`src/rtl/ysyx_24110015_ifu_pkg.sv`:
```
// Shared definitions for the instruction fetch unit: FSM state encoding and reset PC.
package ysyx_24110015_ifu_pkg;

    localparam logic [31:0] IFU_RESET_PC = 32'h8000_0000;

    typedef enum logic [2:0] {
        IFU_IDLE = 3'd0,
        IFU_REQ  = 3'd1,
        IFU_WAIT = 3'd2,
        IFU_HOLD = 3'd3,
        IFU_HALT = 3'd4
    } ifu_state_e;

    function automatic logic is_misaligned(input logic [31:0] addr);
        return addr[1:0] != 2'b00;
    endfunction

endpackage

```
`src/rtl/ysyx_24110015_ifu.sv`:
```
// Instruction fetch unit: owns the PC, keeps at most one imem read in flight and holds
// the fetched word for the IDU until it is taken, redirected away, or fetch stops.
module ysyx_24110015_ifu
    import ysyx_24110015_ifu_pkg::*;
#(
    parameter logic [31:0] RESET_PC = IFU_RESET_PC
) (
    input  logic        clk,
    input  logic        rst,
    output logic        imem_req_valid,
    input  logic        imem_req_ready,
    output logic [31:0] imem_req_addr,
    input  logic        imem_rsp_valid,
    input  logic [31:0] imem_rsp_data,
    input  logic        imem_rsp_err,
    output logic        inst_valid,
    input  logic        inst_ready,
    output logic [31:0] inst,
    output logic [31:0] inst_pc,
    input  logic        redirect_valid,
    input  logic [31:0] redirect_pc,
    input  logic        halt,
    output logic        halted,
    output logic        fetch_fault
);

    ifu_state_e  r_state, w_state_n;
    logic [31:0] r_pc, w_pc_n;
    logic [31:0] r_inst, w_inst_n;
    logic [31:0] r_inst_pc, w_inst_pc_n;
    logic        r_drop, w_drop_n;
    logic        r_stop, w_stop_n;
    logic        r_fault, w_fault_n;
    logic        w_bad_redir;

    // r_drop: the in-flight response belongs to a squashed fetch.
    // r_stop: halt/fault arrived while a request was outstanding; go to HALT once drained.
    assign w_bad_redir = redirect_valid & is_misaligned(redirect_pc);

    always_comb begin
        w_state_n   = r_state;
        w_pc_n      = r_pc;
        w_inst_n    = r_inst;
        w_inst_pc_n = r_inst_pc;
        w_drop_n    = r_drop;
        w_stop_n    = r_stop;
        w_fault_n   = r_fault;
        case (r_state)
            IFU_IDLE: w_state_n = halt ? IFU_HALT : IFU_REQ;
            IFU_REQ: begin
                if (w_bad_redir || halt) begin
                    w_fault_n = r_fault | w_bad_redir;
                    if (imem_req_ready) begin
                        w_drop_n  = 1'b1;
                        w_stop_n  = 1'b1;
                        w_state_n = IFU_WAIT;
                    end else begin
                        w_state_n = IFU_HALT;
                    end
                end else if (redirect_valid) begin
                    w_pc_n = redirect_pc;
                    if (imem_req_ready) begin
                        w_drop_n  = 1'b1;
                        w_state_n = IFU_WAIT;
                    end
                end else if (imem_req_ready) begin
                    w_state_n = IFU_WAIT;
                end
            end
            IFU_WAIT: begin
                if (w_bad_redir || halt) begin
                    w_fault_n = r_fault | w_bad_redir;
                    w_stop_n  = 1'b1;
                end else if (redirect_valid) begin
                    w_pc_n = redirect_pc;
                end
                if (imem_rsp_valid) begin
                    w_drop_n = 1'b0;
                    if (!r_drop && imem_rsp_err) begin
                        w_fault_n = 1'b1;
                        w_state_n = IFU_HALT;
                    end else if (w_stop_n) begin
                        w_state_n = IFU_HALT;
                    end else if (r_drop || redirect_valid) begin
                        w_state_n = IFU_REQ;
                    end else begin
                        w_inst_n    = imem_rsp_data;
                        w_inst_pc_n = r_pc;
                        w_state_n   = IFU_HOLD;
                    end
                end else if (redirect_valid || halt) begin
                    w_drop_n = 1'b1;
                end
            end
            IFU_HOLD: begin
                // A redirect squashes the held word even if the IDU is ready this cycle.
                if (w_bad_redir) begin
                    w_fault_n = 1'b1;
                    w_state_n = IFU_HALT;
                end else if (halt) begin
                    w_state_n = IFU_HALT;
                end else if (redirect_valid) begin
                    w_pc_n    = redirect_pc;
                    w_state_n = IFU_REQ;
                end else if (inst_ready) begin
                    w_pc_n    = r_pc + 32'd4;
                    w_state_n = IFU_REQ;
                end
            end
            default: ;
        endcase
    end

    always_ff @(posedge clk or negedge rst) begin
        if (!rst) begin
            r_state   <= IFU_IDLE;
            r_pc      <= RESET_PC;
            r_inst    <= 32'h0;
            r_inst_pc <= RESET_PC;
            r_drop    <= 1'b0;
            r_stop    <= 1'b0;
            r_fault   <= 1'b0;
        end else begin
            r_state   <= w_state_n;
            r_pc      <= w_pc_n;
            r_inst    <= w_inst_n;
            r_inst_pc <= w_inst_pc_n;
            r_drop    <= w_drop_n;
            r_stop    <= w_stop_n;
            r_fault   <= w_fault_n;
        end
    end

    assign imem_req_valid = (r_state == IFU_REQ);
    assign imem_req_addr  = r_pc;
    assign inst_valid     = (r_state == IFU_HOLD) & ~redirect_valid;
    assign inst           = r_inst;
    assign inst_pc        = r_inst_pc;
    assign halted         = (r_state == IFU_HALT);
    assign fetch_fault    = r_fault;

endmodule

```
`config.mk`:
```
export PLATFORM = sky130hd
export DESIGN_NAME = ysyx_24110015_ifu
export DESIGN_NICKNAME = d
export VERILOG_FILES = /design/src/rtl/ysyx_24110015_ifu_pkg.sv /design/src/rtl/ysyx_24110015_ifu.sv
export SDC_FILE = /design/constraint.sdc
export NUM_CORES = 1
export LEC_CHECK = 0
export ABC_AREA = 1
export BUFFER_PORTS_ARGS = -buffer_cell sky130_fd_sc_hd__buf_2
export CORE_AREA = 2 2 136 138
export CTS_CLUSTER_DIAMETER = 100
export DETAILED_ROUTE_END_ITERATION = 10
export DIE_AREA = 0 0 138 140
export HOLD_SLACK_MARGIN = 0.12
export PLACE_DENSITY = 0.6
export SETUP_SLACK_MARGIN = 0.05
export SLEW_MARGIN = 30
export SYNTH_ARGS = -nofsm -noshare
export SYNTH_HDL_FRONTEND = slang
export SYNTH_SLANG_ARGS = --single-unit
```
`constraint.sdc`:
```
create_clock -name clk -period 4.5 [get_ports clk]
set_input_delay 0 -clock clk [delete_from_list [all_inputs] [get_ports clk]]
set_output_delay 0 -clock clk [all_outputs]
set_load 0.01 [all_outputs]
```
==> run metrics <==
Yosys reg bits=102; first-pass GRT wire length=25,700 um; Worst Max-Slew Pin Slew=0.689 ns; WP data arrival=2.57 ns; total power=1.85 mW; design area=0.00732 sq mm; DIE AREA=0.0193 sq mm; flop2flop setup slack=2.18 ns; met1 WL=7450 um; die width=138 um; DRT Pass-1 Iters=5; IO Port Bufs=171; total CTS buffers=9; Placed Area=0.00632 sq mm; Hold-fix buffers, CTS=67; clock-pin slew on the worst setup and hold paths=0.07 ns; Register-to-Register Path Depth=9; Slew Viols, Final=0; status=completed; Final Net Count=1,027; Fin Hold WS=0.121 ns; setup bufs post-CTS=0; worst-path cell chain=inv_2, nand3_2, nand2_2, nand2_1, nand3_2, nor2_4, inv_2, nand2_1, nand2_1; Finished Core Util=41.1%; Setup crit start kind=register; CP max FO=25; HPWL after DPL=11,600 um; GP Congestion=0.967; worst hold path class=input pin to register; most common cell after layout, fill and taps aside=nand2_1; Yosys warnings=0; vias in the first global route=4,936; syn_nets=800; Post-route DRC=0; final-report setup violation count=0; vias per cell=4.44; syn avg cell area=7.29 sq um; Clock Tree Root=clkbuf_16; Req. time, crit path=4.75 ns; CP endpoint kind=register; Max Used Layer=met4; sequential-to-total area share from yosys stat=48.2%; drt total wl=16,100 um; Overflow after GRT=0; worst r2r src=r_state[2]; Inserted Diodes=0; largest net degree at the start of global routing=129; layout cells sized above 1=23.0%; Hold Crit Endpoint=imem_req_addr[1]; CTS HTree Levels=3; Fin Clk Skew=0.00856 ns; via count=5,272; routed wl met3=892 um; WL/cell=13.6 um; met2 wire len=7460 um; Detail Route Antenna Nets=0; Layout area overhead=38.0%; # IOs=172; Final Cycle Share=51.6%; pwr dens=252 mW/mm^2; most frequent CP cell=nand2_1; Placeable Area=0.0178 sq mm; Gate Count Post-Synth=727; most frequent cells in the layout=nand2_1 (252), buf_2 (170), dfrtp_1 (100), inv_1 (82), o21ai_1 (75); Final Hold Vio Count=0; crit-path max cell delay=0.55 ns; DR iter-0 viols=278; Max-slew headroom=54.1%; setup_tns=0 ns; Worst VDD drop=0.181 mV; Fmax achieved=431 MHz; Reg-to-Reg End=imem_req_addr[20]; kind of critical path=register to register; GR Util All Layers=16.6%; Max stage delay cell, worst path=nor2_4; Hold Crit Depth=4; RSZ-0062 raised after global routing=false; # rows=49; min Tclk post-route=2.32 ns; Clock Path Buffers=2; Post-CTS Resized=0; cell area after synthesis=0.00530 sq mm; clock latency on the worst-skew pair=0.35 ns; hold path start=redirect_valid; CTS Sinks=102; CTS tree=built; Die Y=140 um; number of distinct library cells after synthesis=29; initial antenna violation count=0; Max Cap Violations=0; Leakage=3.71 nW; Initial Util=29.8%
==> metrics by stage <==
| stage | setup WS, ns | instances |
|---|---|---|
| detailed placement | 2.19 | 1104 |
| floorplan | 2.92 | 727 |
| global placement | 2.28 | 1104 |
| CTS | 2.18 | 1186 |
| finish | 2.18 | 1187 |
| global route | 1.90 | 1187 |
==> cells in the mapped netlist (all sizes together) <==
cell	number	share of area (%)
a21oi	2	0.26
a31oi	1	0.12
buf	24	2.8
clkbuf	1	0.071
dfrtp	100	47
dfstp	2	0.99
ha	1	0.24
inv	91	6.4
nand2	255	18
nand3	52	5.3
nand4	5	0.59
nor2	68	5.2
nor3	14	1.3
o211ai	2	0.28
o21ai	94	8.9
o21bai	1	0.14
or2	8	0.94
xnor2	1	0.17
xor2	5	0.83
==> power by group <==
group          switching, mW  leakage [nW]  internal, mW  total [mW]
clock network          0.360         0.145         0.445       0.805
registers           0.000306          1.37         0.917       0.917
logic                 0.0533          2.19        0.0713       0.125
total                  0.414          3.71          1.43        1.85
==> layer usage <==
| layer | global-route usage, % | vias up |
|---|---|---|
| met5 | 0 | - |
| met4 | 5.26 | 0 |
| met3 | 3.59 | 19 |
| met2 | 27.1 | 170 |
| met1 | 22.0 | 2338 |
| li1 | - | 2745 |
==> how the worst max path moves through the flow <==
stage | start | endpoint | slack (ns) | cells past startpoint
4_1_cts | r_state[1] | imem_req_addr[20] | 2.18 | 9
3_5_place_dp | r_state[1] | imem_req_addr[20] | 2.19 | 9
5_1_grt | r_state[1] | imem_req_addr[20] | 1.90 | 9
2_1_floorplan | imem_req_addr[3] | imem_req_addr[30] | 2.92 | 10
6_report | r_state[2] | imem_req_addr[20] | 2.18 | 9
3_3_place_gp | r_state[1] | imem_req_addr[10] | 2.28 | 9
==> cell type report <==
type / instances / area (sq um)
clock buffers: 10 / 239
clock inverters: 5 / 60.1
fillers: 1875 / 10500
inverters: 91 / 342
multi-input cells: 509 / 2250
flip-flops and latches: 102 / 2550
well taps: 229 / 287
repair buffers: 241 / 1580
==> sequential cells by signal, summed over array words and instances, names as in the netlist <==
| register | count |
|---|---|
| imem_req_addr | 32 |
| inst | 32 |
| inst_pc | 32 |
| r_state | 3 |
| fetch_fault | 1 |
| r_drop | 1 |
| r_stop | 1 |
==> logic make-up (layout without fill, tap and decap cells) <==
family | Yosys count | count (layout) | synth area share (%)
AO/OA/AOI/OAI | 100 | 100 | 9.68
XOR/XNOR | 6 | 6 | 0.991
adder cells (fa/ha/maj) | 1 | 1 | 0.236
buffers and inverters | 116 | 347 | 9.35
flip-flops | 102 | 102 | 48.2
AND/OR/NAND/NOR | 402 | 402 | 31.5
==> worst max-delay path: cells and delay by family (launching register included) <==
family	cells	cell delay (ns)
AND/OR/NAND/NOR	7	1.34
buffers and inverters	2	0.45
flip-flops	1	0.42
No activity file was read; power rests on OpenSTA's default activity.
